<file path="config.mk">
export PLATFORM = sky130hd
export DESIGN_NAME = trace_arbiter
export DESIGN_NICKNAME = d
export VERILOG_FILES = /design/src/rtl/trace_pkg.sv /design/src/rtl/trace_fill_counter.sv /design/src/rtl/trace_arbiter.sv
export SDC_FILE = /design/constraint.sdc
export NUM_CORES = 1
export LEC_CHECK = 0
export CORE_ASPECT_RATIO = 1.25
export CORE_MARGIN = 4
export CORE_UTILIZATION = 35
export DETAILED_ROUTE_END_ITERATION = 8
export GPL_ROUTABILITY_DRIVEN = 0
export PLACE_DENSITY_LB_ADDON = 0.3
export SLEW_MARGIN = 0
export SYNTH_ARGS = -nofsm -noshare
export SYNTH_HDL_FRONTEND = slang
export SYNTH_HIERARCHICAL = 1
export SYNTH_SLANG_ARGS = --single-unit
</file>
<file path="constraint.sdc">
create_clock -name clk -period 2.5 [get_ports clk]
set_input_delay 0.25 -clock clk [delete_from_list [all_inputs] [get_ports clk]]
set_output_delay 0.25 -clock clk [all_outputs]
set_load 0.005 [all_outputs]
</file>
<file path="src/rtl/trace_pkg.sv">
`default_nettype none
//==============================================================================
// Package  : trace_pkg
// Brief    : Shared constants and fill-state encoding for the trace column store.
// Revision : 1.0 - initial release
//==============================================================================
package trace_pkg;

    localparam int SCREEN_COLS    = 640;
    localparam int TRACE_COL_W    = 10;
    localparam int TRACE_HEIGHT_W = 8;

    typedef enum logic [1:0] {
        IDLE  = 2'd0,
        FILL  = 2'd1,
        READY = 2'd2
    } fill_state_t;

endpackage
`default_nettype wire

</file>
<file path="src/rtl/trace_fill_counter.sv">
`default_nettype none
//==============================================================================
// Module   : trace_fill_counter
// Brief    : Saturating count of accepted writes in a fill, completion detect
//            and the registered frame_done pulse.
// Revision : 1.0 - initial release
//==============================================================================
module trace_fill_counter #(
    parameter int COLS  = 640,
    parameter int COL_W = 10
) (
    input  logic             clk,
    input  logic             rst,
    input  logic             i_clear,
    input  logic             i_count,
    output logic [COL_W-1:0] o_count,
    output logic             o_last,
    output logic             o_done
);

    localparam logic [COL_W-1:0] c_FULL = COL_W'(COLS);
    localparam logic [COL_W-1:0] c_LAST = COL_W'(COLS - 1);

    logic [COL_W-1:0] r_count;
    logic             r_done;

    // A clear in the same cycle as a write takes precedence, so it can never complete a fill.
    assign o_last = i_count && !i_clear && (r_count == c_LAST);

    always_ff @(posedge clk) begin
        if (rst) begin
            r_count <= '0;
            r_done  <= 1'b0;
        end else begin
            r_done <= o_last;
            if (i_clear) begin
                r_count <= '0;
            end else if (i_count && (r_count != c_FULL)) begin
                r_count <= r_count + 1'b1;
            end
        end
    end

    assign o_count = r_count;
    assign o_done  = r_done;

endmodule
`default_nettype wire

</file>
<file path="src/rtl/trace_arbiter.sv">
`default_nettype none
//==============================================================================
// Module   : trace_arbiter
// Brief    : Single-port arbiter for the trace column store; display reads win
//            over tracer writes, and a fill FSM tracks frame completion.
// Options  : TRACE_ARB_COLCHECK_EN - drop out-of-range writes, flag col_err.
// Revision : 1.0 - initial release
//==============================================================================
module trace_arbiter
    import trace_pkg::*;
#(
    parameter int COLS  = SCREEN_COLS,
    parameter int COL_W = TRACE_COL_W
) (
    input  logic                      clk,
    input  logic                      reset,
    input  logic                      frame_start,
    input  logic                      wr_valid,
    output logic                      wr_ready,
    input  logic [COL_W-1:0]          wr_column,
    input  logic [TRACE_HEIGHT_W-1:0] wr_height,
    input  logic                      wr_side,
    input  logic                      rd_req,
    input  logic [COL_W-1:0]          rd_column,
    output logic                      rd_valid,
    output logic [TRACE_HEIGHT_W-1:0] rd_height,
    output logic                      rd_side,
    output logic                      mem_cs,
    output logic                      mem_we,
    output logic                      mem_oe,
    output logic [COL_W-1:0]          mem_column,
    output logic [TRACE_HEIGHT_W-1:0] mem_wheight,
    output logic                      mem_wside,
    input  logic [TRACE_HEIGHT_W-1:0] mem_rheight,
    input  logic                      mem_rside,
    output logic [1:0]                fill_state,
    output logic                      frame_done,
    output logic [COL_W-1:0]          wr_count
`ifdef TRACE_ARB_COLCHECK_EN
    ,
    output logic                      col_err
`endif
);

    localparam logic [1:0] c_ST_IDLE  = IDLE;
    localparam logic [1:0] c_ST_FILL  = FILL;
    localparam logic [1:0] c_ST_READY = READY;

    logic [1:0]                r_state;
    logic [1:0]                w_state_nxt;
    logic                      w_rd_grant;
    logic                      w_wr_accept;
    logic                      w_wr_issue;
    logic                      w_wr_count;
    logic                      w_fill_last;
    logic [COL_W-1:0]          r_col_hold;
    logic [TRACE_HEIGHT_W-1:0] r_wheight_hold;
    logic                      r_wside_hold;
    logic                      r_rd_valid;
    logic [TRACE_HEIGHT_W-1:0] r_rd_height;
    logic                      r_rd_side;

    assign w_rd_grant  = rd_req;
    assign wr_ready    = (r_state == c_ST_FILL) && !rd_req;
    assign w_wr_accept = wr_valid && wr_ready;

`ifdef TRACE_ARB_COLCHECK_EN
    localparam logic [COL_W:0] c_COLS_EXT = (COL_W + 1)'(COLS);

    logic w_col_bad;
    logic r_col_err;

    assign w_col_bad  = ({1'b0, wr_column} >= c_COLS_EXT);
    // Bad columns still complete the handshake so the tracer never stalls on them.
    assign w_wr_issue = w_wr_accept && !w_col_bad;

    always_ff @(posedge clk) begin
        if (reset) begin
            r_col_err <= 1'b0;
        end else if (frame_start) begin
            r_col_err <= 1'b0;
        end else if (w_wr_accept && w_col_bad) begin
            r_col_err <= 1'b1;
        end
    end

    assign col_err = r_col_err;
`else
    assign w_wr_issue = w_wr_accept;
`endif

    // The write still reaches memory when frame_start coincides, but it starts no count.
    assign w_wr_count = w_wr_issue && !frame_start;

    trace_fill_counter #(
        .COLS  (COLS),
        .COL_W (COL_W)
    ) u_fill_counter (
        .clk     (clk),
        .rst     (reset),
        .i_clear (frame_start),
        .i_count (w_wr_count),
        .o_count (wr_count),
        .o_last  (w_fill_last),
        .o_done  (frame_done)
    );

    always_comb begin
        w_state_nxt = r_state;
        case (r_state)
            c_ST_IDLE:  if (frame_start) w_state_nxt = c_ST_FILL;
            c_ST_FILL: begin
                if (frame_start) begin
                    w_state_nxt = c_ST_FILL;
                end else if (w_fill_last) begin
                    w_state_nxt = c_ST_READY;
                end
            end
            c_ST_READY: if (frame_start) w_state_nxt = c_ST_FILL;
            default:    w_state_nxt = frame_start ? c_ST_FILL : c_ST_IDLE;
        endcase
    end

    always_ff @(posedge clk) begin
        if (reset) begin
            r_state <= c_ST_IDLE;
        end else begin
            r_state <= w_state_nxt;
        end
    end

    assign fill_state = r_state;

    // Strobes are combinational so the memory acts in the granted cycle itself.
    always_comb begin
        mem_cs      = w_rd_grant || w_wr_issue;
        mem_we      = w_wr_issue && !w_rd_grant;
        mem_oe      = w_rd_grant;
        mem_column  = r_col_hold;
        mem_wheight = r_wheight_hold;
        mem_wside   = r_wside_hold;
        if (w_rd_grant) begin
            mem_column = rd_column;
        end else if (w_wr_issue) begin
            mem_column = wr_column;
        end
        if (w_wr_issue) begin
            mem_wheight = wr_height;
            mem_wside   = wr_side;
        end
    end

    always_ff @(posedge clk) begin
        if (reset) begin
            r_col_hold     <= '0;
            r_wheight_hold <= '0;
            r_wside_hold   <= 1'b0;
        end else begin
            if (mem_cs) begin
                r_col_hold <= mem_column;
            end
            if (w_wr_issue) begin
                r_wheight_hold <= wr_height;
                r_wside_hold   <= wr_side;
            end
        end
    end

    always_ff @(posedge clk) begin
        if (reset) begin
            r_rd_valid  <= 1'b0;
            r_rd_height <= '0;
            r_rd_side   <= 1'b0;
        end else begin
            r_rd_valid <= w_rd_grant;
            if (w_rd_grant) begin
                r_rd_height <= mem_rheight;
                r_rd_side   <= mem_rside;
            end
        end
    end

    assign rd_valid  = r_rd_valid;
    assign rd_height = r_rd_height;
    assign rd_side   = r_rd_side;

endmodule
`default_nettype wire

</file>
== Yosys cells after proc, flatten, opt, wreduce, memory -nomap -nowiden ==
Cells that the tools add are included.

* Register bits after elaboration: 42
* Output and inout port bits: 46
* Bits of input ports: 43

* Reduce and logical (&&, ||, !) cells: 14
* Equal/unequal tests: 6
* Mux-type cells: 9
* Add/subtract/negate cells: 1

{| class="wikitable"
|+ Operator list
! kind !! count
|-
| 2-to-1 mux 10 bit || 2
|-
| adder 10 x 1 -> 10 bit, second input constant || 1
|-
| equality test 10 bit, second input constant || 1
|-
| != test 10 bit, second input constant || 1
|-
| 2-to-1 mux 8 bit || 1
|-
| logical AND 1 bit || 7
|-
| 2-to-1 mux 2 bit || 3
|-
| case mux 2 bit (2 select lines) || 1
|-
| OR reduction 2 bit || 2
|-
| != test 3 x 2 -> 1 bit, second input constant || 1
|-
| equality test 2 x 1 -> 1 bit, second input constant || 1
|-
| equality test 2 bit, second input constant || 1
|-
| zero test 1 bit || 2
|-
| zero test 2 bit || 1
|-
| 2-to-1 mux 1 bit || 2
|-
| != test 2 x 1 -> 1 bit, second input constant || 1
|-
| AND reduction 2 bit || 1
|-
| logical OR 1 bit || 1
|}

== Logic depth before layout (Yosys ltp) ==
Gate-level depths: netlist of run 1.

* Word-level depth: 9
* Gate-level depth with buffers: 10

== Hierarchy ==
The synthesis of run 1 kept the hierarchy.

{| class="wikitable"
|+ Modules (own cells, without submodules)
! module !! sequential area each (µm²) !! instances !! area each (µm²) !! cells an instance
|-
| trace_arbiter || 620.6 || 1 || 1281.2 || 131
|-
| trace_fill_counter || 220.2 || 1 || 616.8 || 72
|}

== Worst setup path before layout of run 1 ==
No wires, ideal clock.

* Path kind: register -> register
* From: reg r_state[1], in the netlist fill_state[1]
* To: reg r_state[1], in the netlist fill_state[1]
* Buffers on the path: 2
* Stages on the path, launching flop included: 11
* Arrival: 2.241 ns
* Setup slack: 0.181 ns
* Path through: dfxtp_1 nand4bb_4 buf_6 buf_2 nor2_1 nand3_1 or2_2 nor2_1 nand2_1 mux2_2 nor3_1

* Cells in the longest elaborated chain, start to end: 8

{| class="wikitable"
|+ Ends and longest elaborated chain
! element !! line !! RTL
|-
| start, declared || trace_arbiter.sv:49 || <nowiki>logic [1:0] r_state;</nowiki>
|-
| start signal, assigned || trace_arbiter.sv:126 || <nowiki>r_state <= c_ST_IDLE;</nowiki>
|-
| start signal, assigned || trace_arbiter.sv:128 || <nowiki>r_state <= w_state_nxt;</nowiki>
|-
| equality test 2 x 1 -> 1 bit || trace_arbiter.sv:64 || <nowiki>assign wr_ready = (r_state == c_ST_FILL) && !rd_req;</nowiki>
|-
| logical AND 1 bit || trace_arbiter.sv:64 ||
|-
| logical AND 1 bit || trace_arbiter.sv:65 || <nowiki>assign w_wr_accept = wr_valid && wr_ready;</nowiki>
|-
| logical AND 1 bit || trace_arbiter.sv:93 || <nowiki>assign w_wr_count = w_wr_issue && !frame_start;</nowiki>
|-
| net w_wr_count || trace_arbiter.sv:54 || <nowiki>logic w_wr_count;</nowiki>
|-
| logical AND 1 bit (2 in a row) || trace_fill_counter.sv:28 || <nowiki>assign o_last = i_count && !i_clear && (r_count == c_LAST);</nowiki>
|-
| net w_fill_last || trace_arbiter.sv:55 || <nowiki>logic w_fill_last;</nowiki>
|-
| != test 3 x 2 -> 1 bit (no source line) || n/a ||
|-
| AND reduction 2 bit (no source line) || n/a ||
|}

The timed path passes the listed nets, and every way through them passes these cells.
A chain may end at the register's enable or synchronous reset.

== Worst setup path in the final report of run 1 ==
* From: reg r_state[1], in the netlist fill_state[1]
* To: out mem_column[5]

* Cells in the longest elaborated chain, start to end: 5

{| class="wikitable"
|+ Ends and longest elaborated chain
! element !! line !! RTL
|-
| equality test 2 x 1 -> 1 bit || trace_arbiter.sv:64 ||
|-
| logical AND 1 bit || trace_arbiter.sv:64 ||
|-
| logical AND 1 bit || trace_arbiter.sv:65 ||
|-
| 2-to-1 mux 10 bit || trace_arbiter.sv:144 || <nowiki>end else if (w_wr_issue) begin</nowiki>
|-
| 2-to-1 mux 10 bit || trace_arbiter.sv:142 || <nowiki>if (w_rd_grant) begin</nowiki>
|-
| end, declared || trace_arbiter.sv:31 || <nowiki>output logic [COL_W-1:0] mem_column,</nowiki>
|}

No other way between the ends.

==> summary.txt, run 1 <==
Run status
  • Status: finished clean

Worst setup path
  • R2R Setup Slk: 0.44 ns
  • Critical path class: reg2out
  • Worst Path Max Fanout: 12
  • Worst Setup End Kind: primary output
  • Worst EP required: approximately 2.3 ns
  • FF-to-FF Start: fill_state[1]
  • R2r endpoint: fill_state[1]
  • Worst reg2reg path depth: 8
  • CP arrival: between 2 and 2.5 ns
  • CP Launch Type: register

Clocking
  • Clock tree buffer depth: 2
  • Post-CTS Hold Buffers: 0
  • CTS tree: done
  • Root Buffer: clkbuf_8
  • Resized cells post-CTS: 0
  • Clock slew seen by the registers of the worst setup and hold paths: about 0.08 ns
  • # clock sinks: 42
  • Number of buffers created by CTS: 5
  • H-tree depth: 2
  • Clock latency on the worst-skew pair: around 0.29 ns
  • Post-CTS Setup Inserts: 0

Yosys
  • Largest family of logic cells by synthesized area: simple AND/OR/NAND/NOR gates
  • Synth top area cells: dfxtp_1 44%, mux2i_1 4.7%, a21oi_1 4.5%, a22oi_1 4.0%, mux2_4 4.0%
  • Post-Synth XOR/XNOR Area: 0.923%
  • Mapped Cells: 203
  • Synth Register Bits: 42
  • Synth warnings: 6
  • Post-synthesis adder-cell area fraction: 1.32%
  • Post-synthesis compound-gate area fraction: roughly an eighth
  • Simple-gate share of the synthesized area: 25.0%
  • Synth cell types: 37
  • Mapped Nets: approximately 250
  • Post-synthesis mux area share: a little under an eighth
  • Register area share after synthesis: 44.3%
  • Mapped Area: 1900 um2
  • Top-area cell type share of the netlist area: 44.3%
  • Yosys top cell by area: dfxtp_1
  • Average cell area after synthesis: about 9.4 um2

Global route
  • GRT Util Overall: 15.2%
  • Total gr overflow: 0
  • First-pass GRT wire length: 8220 um
  • Vias in the first global route: between 1,500 and 2,000
  • Pin count of the biggest net entering global routing: 24
  • Initial antenna violation count: 0

Finish
  • Fraction of layout cells with a size suffix above 1: 10.2%
  • Design Area, Final: 2930 um2
  • FILL cells: ~480
  • Final #Nets: 338
  • Final design utilization: a little under three fifths
  • N_diodes: 0
  • Most frequent cells in the layout: 88 x clkdlybuf4s50_1, 42 x dfxtp_1, 18 x nor2_1
  • Multi-input gate area: 972 um2
  • Register Area: 841 um2
  • Commonest non-fill, non-tap cell in the layout: clkdlybuf4s50_1
  • Area growth syn-to-layout: 54.6%
  • Layout Cells excl Fill: 356

Min path
  • Hold path start: rd_height[7]
  • Worst-case hold path end point: rd_height[7]
  • Hold depth: 2
  • Worst hold path class: reg2reg

Routing
  • Iter 0 DRT Violations: 63
  • Via count: 1,790
  • DR top layer: met4
  • # DRC: 0
  • ANT nets after route: 0
  • WL met2: 2440 um
  • Via density per instance: 5.03
  • Routed length on met1: 2200 um
  • Met3 Routed Length: ~290 um
  • Total Wirelength: ~5000 um
  • Average wire per standard cell: 14.0 um
  • Drt pass-1 iters: 4

Pwr
  • Clock Power Share: 32.1%
  • Combinational Power Share: roughly 17%
  • PwrDens: 474 nW/um2
  • Leak: between 1 and 1.5 nW
  • Sw frac: 22.8%
  • Internal: 1.07 mW
  • Overall Power: 1.39 mW
  • Seq pwr share: 50.7%
  • Maximum vdd drop: 356 uV
  • Switch Pwr: 0.317 mW

STA
  • RSZ-0062 raised after global routing: false
  • Tmin final: 2.28 ns
  • Slew headroom: between 50% and 60%
  • Setup violators final: 0
  • Final Cycle Share: 91.3%
  • Worst-Margin Slew: 0.608 ns
  • Hold_ws: about 0.5 ns
  • Slew Limit Fails: 0
  • TNS Setup: 0 ns
  • Final Hold Vio Count: 0
  • Skew final: a little over 0.006 ns
  • Worst setup margin: ~0.22 ns
  • FMAX: about 440 MHz

Place
  • Placed inst area: 2840 um2
  • Port Buffers: 88
  • DP Worst Slack: about 0.16 ns
  • Dpl cells: between 300 and 400
  • Half-perimeter wire length after placement: 3720 um

Floorplan
  • I/O pin count: 89
  • Chip height: 90.3 um
  • Core Area: 5150 um2
  • DIE AREA: 6670 um2
  • Die W: 73.9 um
  • Starting density of the core: 36.8%
  • Std cell rows: 29

Run
  • Maxcap violations: 0
[worst max-delay path by stage]
stage / startpoint / endpoint / slack (ns) / cells after the start
after floorplan: fill_state[1] / fill_state[1] / 0.18 / 10
after detailed placement: wr_valid / fill_state[1] / 0.16 / 9
final: fill_state[1] / mem_column[5] / 0.22 / 6
after global placement: wr_valid / fill_state[1] / 0.21 / 9
after CTS: fill_state[1] / mem_column[5] / 0.20 / 6
after global routing: fill_state[1] / mem_column[5] / 0.04 / 6
[cell usage after synthesis]
| cell | number |
|---|---|
| dfxtp_1 | 42 |
| inv_2 | 1 |
| nor2b_1 | 10 |
| nor2_1 | 18 |
| nand4bb_4 | 1 |
| nor3_1 | 2 |
| a21oi_1 | 17 |
| or4b_1 | 1 |
| mux2i_1 | 9 |
| buf_6 | 1 |
| buf_4 | 2 |
| or3b_2 | 1 |
| or4_1 | 2 |
| or3_1 | 4 |
| o211ai_1 | 2 |
| buf_2 | 2 |
| xor2_1 | 2 |
| or2_2 | 2 |
| o31ai_1 | 2 |
| o21ai_0 | 5 |
| nand4_4 | 1 |
| mux2_4 | 5 |
| nor4b_1 | 3 |
| nand4_2 | 1 |
| nand2b_1 | 1 |
| clkbuf_1 | 6 |
| a22oi_1 | 10 |
| a32oi_1 | 1 |
| mux2_2 | 5 |
| nand2_1 | 16 |
| ha_1 | 2 |
| nor3b_1 | 3 |
| inv_1 | 6 |
| a311o_1 | 1 |
| nand3_1 | 14 |
| nor4bb_1 | 1 |
| nand4_1 | 1 |
[kinds of logic after synthesis]
| group | after synthesis |
|---|---|
| compound gates | 38 |
| buf+inv | 18 |
| mux | 19 |
| xor+xnor | 2 |
| flops | 42 |
| fa+ha+maj | 2 |
| simple gates | 82 |
[state kept, by name, summed over array words and instances, names as in the netlist]
signal	cells
fill_state	2
rd_side	1
u_fill_counter/o_count	10
rd_valid	1
u_fill_counter/o_done	1
r_col_hold	10
r_wside_hold	1
r_wheight_hold	8
rd_height	8
[cell type report]
type | instances | area share [%]
repair buffers | 94 | 31.6
well taps | 62 | 2.64
clock buffers | 7 | 2.94
multi-input cells | 143 | 33.1
clock inverters | 1 | 0.171
flip-flops and latches | 42 | 28.7
inverters | 7 | 0.896
[critical path: stages, from the launching register on]
cell and delay [ns]:
dfxtp_1 0.37, nand4bb_4 0.26, buf_4 0.21, inv_2 0.19, a22oi_1 0.13, nand2_1 0.10
clkdlybuf4s50_1 0.50
[metal layers]
metal / vias up / track usage (%)
li1: 900 / -
met1: 838 / 18.8
met2: 47 / 25.4
met3: 5 / 3.79
met4: 0 / 4.68
met5: - / 0
[power by group through the flow]
stage          registers (mW)  logic, mW  clock network, mW
6_report                0.704      0.239              0.446
5_1_grt                 0.707      0.261              0.493
4_1_cts                 0.704      0.244              0.467
3_5_place_dp            0.720      0.243                  0
3_3_place_gp            0.719      0.240                  0
2_1_floorplan           0.719     0.0859                  0
(Power assumes the default switching activity.)
==> run 2: changes to the inputs <==
CORE_ASPECT_RATIO = default   (was 1.25)
CORE_MARGIN = default   (was 4)
==> run 2 against run 1 <==
  * Sequential share of layout area about the same
  * Register-to-register slack improved by 0.04 ns
  * Power fell by 3.2%
  * Hold slack is essentially flat
  * Core utilization decreased by 0.24 points
  * Critical path depth unchanged
  * Cell count is 2.0% higher
  * First-iteration DRC count down 17%
  * Sequential power about the same
  * Wire length fell by 6.3%
  * Via count is 1.1% lower
  * Highest routed layer unchanged
==> summary.txt, run 2 (synthesis gave the netlist of run 1 again) <==
Worst setup path
  • Worst reg2reg path depth: 8 (unchanged)
  • Worst-path cell chain: nand4bb_4 > buf_6 > inv_2 > a22oi_1 > nand2_1 > clkdlybuf4s50_1 (was nand4bb_4 > buf_4 > inv_2 > a22oi_1 > nand2_1 > clkdlybuf4s50_1)
  • CP arrival: 2.02 ns (was 2.03 ns)
  • R2R Setup Slk: 0.48 ns (was 0.44 ns)
  • FF-to-FF Start: fill_state[1] (unchanged)
  • Worst Path Max Fanout: 20 (was 12)
  • Critical path class: reg2out (unchanged)
  • Largest stage delay on the critical path: 0.46 ns (was 0.50 ns)
  • CP Launch Type: register (unchanged)
  • Worst Setup End Kind: primary output (unchanged)
  • CP max-delay cell: clkdlybuf4s50_1 (unchanged)
  • Worst EP required: 2.25 ns (about the same)
  • R2r endpoint: fill_state[1] (unchanged)

Finish
  • Most frequent cells in the layout: 88 x clkdlybuf4s50_1, 42 x dfxtp_1, 18 x nor2_1 (unchanged)
  • Fraction of layout cells with a size suffix above 1: 9.56% (was 10.2%)
  • FILL cells: 465 (was 481)
  • Area growth syn-to-layout: 54.5% (was 54.6%)
  • Final design utilization: 56.7% (was 56.9%)
  • Multi-input gate area: 972 um2 (unchanged)
  • Final #Nets: 338 (unchanged)
  • Register Area: 841 um2 (unchanged)
  • Commonest non-fill, non-tap cell in the layout: clkdlybuf4s50_1 (unchanged)
  • N_diodes: 0 (unchanged)
  • Design Area, Final: 2930 um2 (about the same)

Clocking
  • # clock sinks: 42 (unchanged)
  • Clock tree buffer depth: 2 (unchanged)
  • Clock latency on the worst-skew pair: 0.29 ns (about the same)
  • Root Buffer: clkbuf_8 (unchanged)
  • CTS tree: done (unchanged)
  • Clock slew seen by the registers of the worst setup and hold paths: 0.08 ns (about the same)
  • Number of buffers created by CTS: 5 (unchanged)
  • H-tree depth: 2 (unchanged)

Floorplan
  • Core Area: 5170 um2 (was 5150 um2)
  • Starting density of the core: 36.7% (was 36.8%)
  • DIE AREA: 5720 um2 (was 6670 um2)
  • Chip height: 75.6 um (was 90.3 um)
  • Die W: 75.6 um (was 73.9 um)
  • I/O pin count: 89 (unchanged)
  • Std cell rows: 26 (was 29)

Run status
  • Status: finished clean (unchanged)

STA
  • RSZ-0062 raised after global routing: false (unchanged)
  • FMAX: 440 MHz (was 438 MHz)
  • Skew final: 0.0104 ns (was 0.00603 ns)
  • Tmin final: 2.27 ns (was 2.28 ns)
  • Final Hold Vio Count: 0 (unchanged)
  • Worst-Margin Slew: 0.370 ns (was 0.608 ns)
  • Worst setup margin: 0.230 ns (was 0.217 ns)
  • Final Cycle Share: 90.8% (was 91.3%)
  • Slew headroom: 75.0% (was 59.4%)
  • Setup violators final: 0 (unchanged)
  • TNS Setup: 0 ns (unchanged)
  • Slew Limit Fails: 0 (unchanged)

Global route
  • Pin count of the biggest net entering global routing: 24 (unchanged)
  • Vias in the first global route: 1,459 (was 1,771)
  • GRT Util Overall: 15.9% (was 15.2%)
  • Total gr overflow: 0 (unchanged)
  • First-pass GRT wire length: 6800 um (was 8220 um)
  • Initial antenna violation count: 0 (unchanged)

Place
  • Placed inst area: 2850 um2 (was 2840 um2)
  • Port Buffers: 88 (unchanged)
  • Half-perimeter wire length after placement: 3340 um (was 3720 um)
  • DP Worst Slack: 0.148 ns (was 0.159 ns)

Pwr
  • Maximum vdd drop: 231 uV (was 356 uV)
  • Overall Power: 1.35 mW (was 1.39 mW)
  • PwrDens: 459 nW/um2 (was 474 nW/um2)
  • Leak: 1.13 nW (was 1.14 nW)

Routing
  • # DRC: 0 (unchanged)
  • Iter 0 DRT Violations: 52 (was 63)
  • Total Wirelength: 4670 um (was 4990 um)
  • Drt pass-1 iters: 4 (unchanged)
  • ANT nets after route: 0 (unchanged)
  • Average wire per standard cell: 12.9 um (was 14.0 um)
  • Via count: 1,770 (was 1,790)
  • Via density per instance: 4.88 (was 5.03)

Min path
  • Worst hold path class: reg2reg (unchanged)
  • Worst-case hold path end point: r_col_hold[3] (was rd_height[7])
  • Hold depth: 2 (unchanged)
  • Hold path start: r_col_hold[3] (was rd_height[7])

Run
  • Maxcap violations: 0 (unchanged)
run 2: changes by cell type in the layout (fill, tap and decap cells not counted):
cell,before,now
clkinv_2,1,0
clkbuf_8,6,5
clkbuf_1,1,2
buf_4,6,5
buf_6,0,1
run 2: power by group:
| group | total, mW | leakage [nW] | internal [mW] | switching, mW |
|---|---|---|---|---|
| sequential | 0.705 | 0.343 | 0.694 | 0.0109 |
| combinational | 0.239 | 0.750 | 0.157 | 0.0823 |
| clock | 0.402 | 0.0383 | 0.192 | 0.210 |
run 2: cell type report:
| cell class | instances | share of cell area [%] |
|---|---|---|
| clock buffer | 7 | 2.60 |
| sequential | 42 | 28.7 |
| tap | 70 | 2.99 |
| inverter | 7 | 0.896 |
| timing repair buffer | 94 | 31.7 |
| multi-input combinational | 143 | 33.1 |
run 2: worst max path at each step:
stage,slack (ns),startpoint,to,cells after the start
floorplan,0.18,fill_state[1],fill_state[1],10
global placement,0.17,wr_valid,fill_state[1],9
finish,0.23,fill_state[1],mem_column[1],6
CTS,0.11,fill_state[1],mem_column[0],6
global route,0.06,fill_state[1],mem_column[8],6
detailed placement,0.15,rd_req,mem_column[0],7
run 2: stage by stage:
stage,hold slack [ns],instances
finish,0.499,363
global route,0.522,363
CTS,0.504,363
detailed placement,0.490,356
global placement,0.475,356
floorplan,0.322,203
run 2: metal layers:
layer	vias up	track usage (%)	wire length, um	part of all wire (%)
met5	-	0	0	0
met1	812	20.9	2300	49
met2	57	24.7	2050	44
met3	4	5.16	295	6.3
met4	0	5.14	31	0.66
li1	897	-	-	-
run 2: repair_timing:
item | in CTS | in global routing
resized for setup | 0 | 1
setup endpoints to repair | 0 | 3
buffers inserted | 0 | 0
hold buffers | 0 | 0
run 2: worst max-delay path: cells and delay by family (launching register included):
kind / cells / cell delay [ns]
buffers and inverters: 3 / 0.82
AND/OR/NAND/NOR: 2 / 0.29
flip-flops: 1 / 0.42
AO/OA/AOI/OAI: 1 / 0.21
==> run 3: changes to the inputs <==
CORE_MARGIN = 4   (was default)
==> run 3 against run 2 <==
  * Clock power grew 34%
  * Critical path depth shrank 1
  * Cell area grew 1.1%
  * Largest power group unchanged
  * First-iteration DRC count grew 90%
  * Combinational power is essentially flat
  * Register-to-register slack lost 0.04 ns
  * Cell count is the same
  * Count of clock-buffer cells in the layout shrank 1
  * Clock skew shrank 0.0062 ns
  * Critical endpoint is now mem_wside
  * Power grew 10%
  * Core utilization grew 0.63 points
==> summary.txt, run 3 (synthesis gave the netlist of run 1 again) <==
Worst setup path
  • CP Launch Type: primary input (was register)
  • Largest stage delay on the critical path: 0.49 ns (was 0.46 ns)
  • Worst Setup End Kind: primary output (unchanged)
  • CP dominant cell by count: clkdlybuf4s50_1
  • CP arrival: 2.02 ns (about the same)
  • Worst EP required: 2.25 ns (about the same)
  • CP max-delay cell: clkdlybuf4s50_1 (unchanged)
  • Critical path class: in2out (was reg2out)
  • Worst-path cell chain: clkdlybuf4s50_1 > nand4bb_4 > buf_4 > mux2_2 > clkdlybuf4s50_1 (was nand4bb_4 > buf_6 > inv_2 > a22oi_1 > nand2_1 > clkdlybuf4s50_1)
  • Worst Path Max Fanout: 18 (was 20)

Clocking
  • Post-CTS Setup Inserts: 0 (unchanged)
  • Clock slew seen by the registers of the worst setup and hold paths: 0.07 ns (was 0.08 ns)
  • CTS tree: done (unchanged)
  • H-tree depth: 2 (unchanged)
  • Root Buffer: clkbuf_8 (unchanged)
  • Clock tree buffer depth: 2 (unchanged)
  • Clock latency on the worst-skew pair: 0.29 ns (about the same)
  • # clock sinks: 42 (unchanged)
  • Resized cells post-CTS: 0 (unchanged)
  • Number of buffers created by CTS: 5 (unchanged)
  • Post-CTS Hold Buffers: 0 (unchanged)

Global route
  • First-pass GRT wire length: 7690 um (was 6800 um)
  • Initial antenna violation count: 0 (unchanged)
  • Vias in the first global route: 1,621 (was 1,459)
  • GRT Util Overall: 14.8% (was 15.9%)
  • Pin count of the biggest net entering global routing: 24 (unchanged)
  • Total gr overflow: 0 (unchanged)

Routing
  • # DRC: 0 (unchanged)
  • ANT nets after route: 0 (unchanged)
  • Drt pass-1 iters: 4 (unchanged)
  • Average wire per standard cell: 13.8 um (was 12.9 um)
  • Via density per instance: 4.97 (was 4.88)
  • Iter 0 DRT Violations: 99 (was 52)
  • Total Wirelength: 5000 um (was 4670 um)
  • Via count: 1,803 (was 1,770)

Pwr
  • Combinational Power Share: 16.2% (was 17.8%)
  • Sw frac: 21.2% (was 22.5%)
  • Leak: 1.15 nW (was 1.13 nW)
  • Clock Power Share: 36.3% (was 29.9%)
  • Internal: 1.17 mW (was 1.04 mW)
  • Switch Pwr: 0.314 mW (was 0.303 mW)
  • Seq pwr share: 47.5% (was 52.4%)
  • PwrDens: 500 nW/um2 (was 459 nW/um2)
  • Maximum vdd drop: 278 uV (was 231 uV)

Floorplan
  • I/O pin count: 89 (unchanged)
  • Die W: 81.6 um (was 75.6 um)
  • Chip height: 81.6 um (was 75.6 um)
  • DIE AREA: 6670 um2 (was 5720 um2)
  • Std cell rows: 26 (unchanged)
  • Core Area: 5170 um2 (unchanged)
  • Starting density of the core: 36.7% (unchanged)

Finish
  • Design Area, Final: 2970 um2 (was 2930 um2)
  • N_diodes: 0 (unchanged)
  • Commonest non-fill, non-tap cell in the layout: clkdlybuf4s50_1 (unchanged)
  • Area growth syn-to-layout: 56.2% (was 54.5%)
  • Fraction of layout cells with a size suffix above 1: 10.2% (was 9.56%)
  • Final design utilization: 57.3% (was 56.7%)
  • Final #Nets: 338 (unchanged)
  • Most frequent cells in the layout: 88 x clkdlybuf4s50_1, 42 x dfxtp_1, 18 x nor2_1 (unchanged)

Place
  • Port Buffers: 88 (unchanged)
  • Placed inst area: 2850 um2 (unchanged)
  • Half-perimeter wire length after placement: 3660 um (was 3340 um)

STA
  • Worst-Margin Slew: 0.515 ns (was 0.370 ns)
  • Final Cycle Share: 90.9% (was 90.8%)
  • FMAX: 440 MHz (about the same)
  • Skew final: 0.00420 ns (was 0.0104 ns)
  • TNS Setup: 0 ns (unchanged)
  • Setup violators final: 0 (unchanged)
  • Slew Limit Fails: 0 (unchanged)
  • Tmin final: 2.27 ns (about the same)
  • Slew headroom: 65.6% (was 75.0%)
  • Final Hold Vio Count: 0 (unchanged)
  • RSZ-0062 raised after global routing: false (unchanged)

Run
  • Maxcap violations: 0 (unchanged)

Run status
  • Status: finished clean (unchanged)

Min path
  • Worst hold path class: reg2reg (unchanged)
run 3: cell count changes in the layout (fill, tap and decap cells not counted), sizes merged:
cell	change
bufinv	+1
clkbuf	-1
run 3: cell type report:
type | instances | area [um2]
Fill cell | 447 | 2210
Multi-Input combinational cell | 143 | 972
Timing Repair Buffer | 94 | 926
Sequential cell | 42 | 841
Tap cell | 70 | 87.6
Clock buffer | 6 | 82.6
Clock inverter | 1 | 30.0
Inverter | 7 | 26.3
run 3: path summary, 6_finish.rpt:
path                            slack (ns)             to           from  cells past startpoint
worst max-delay path                  0.23      mem_wside         rd_req                      5
worst min-delay path                  0.50  r_col_hold[4]  r_col_hold[4]                      2
worst max register to register        0.44  fill_state[1]  fill_state[0]                      8
worst min register to register        0.50  r_col_hold[4]  r_col_hold[4]                      2
run 3: metal layers:
layer	track usage (%)	part of all wire, %
met4	4.98	1.2
met1	18.6	45
met5	0	0
met3	5.59	11
met2	23.4	42
run 3: critical path: cells and delay by family:
family                 cells  cell delay (ns)
buffers and inverters      3             1.21
and+or+nand+nor            1             0.18
muxes                      1             0.37
run 3: power groups by stage:
stage               clock [mW]  combinational (mW)  sequential (mW)
floorplan                    0              0.0859            0.719
global placement             0               0.240            0.719
detailed placement           0               0.243            0.720
CTS                      0.561               0.244            0.705
global route             0.590               0.262            0.708
finish                   0.539               0.240            0.705
run 3: stage by stage:
step,std cells,worst slack [ns],total power [mW],hold slack [ns]
after floorplan,203,0.181,0.805,0.322
after global placement,356,0.257,0.960,0.472
after detailed placement,356,0.160,0.963,0.488
after CTS,363,0.199,1.51,0.500
after global routing,363,0.112,1.56,0.534
final,363,0.227,1.48,0.498
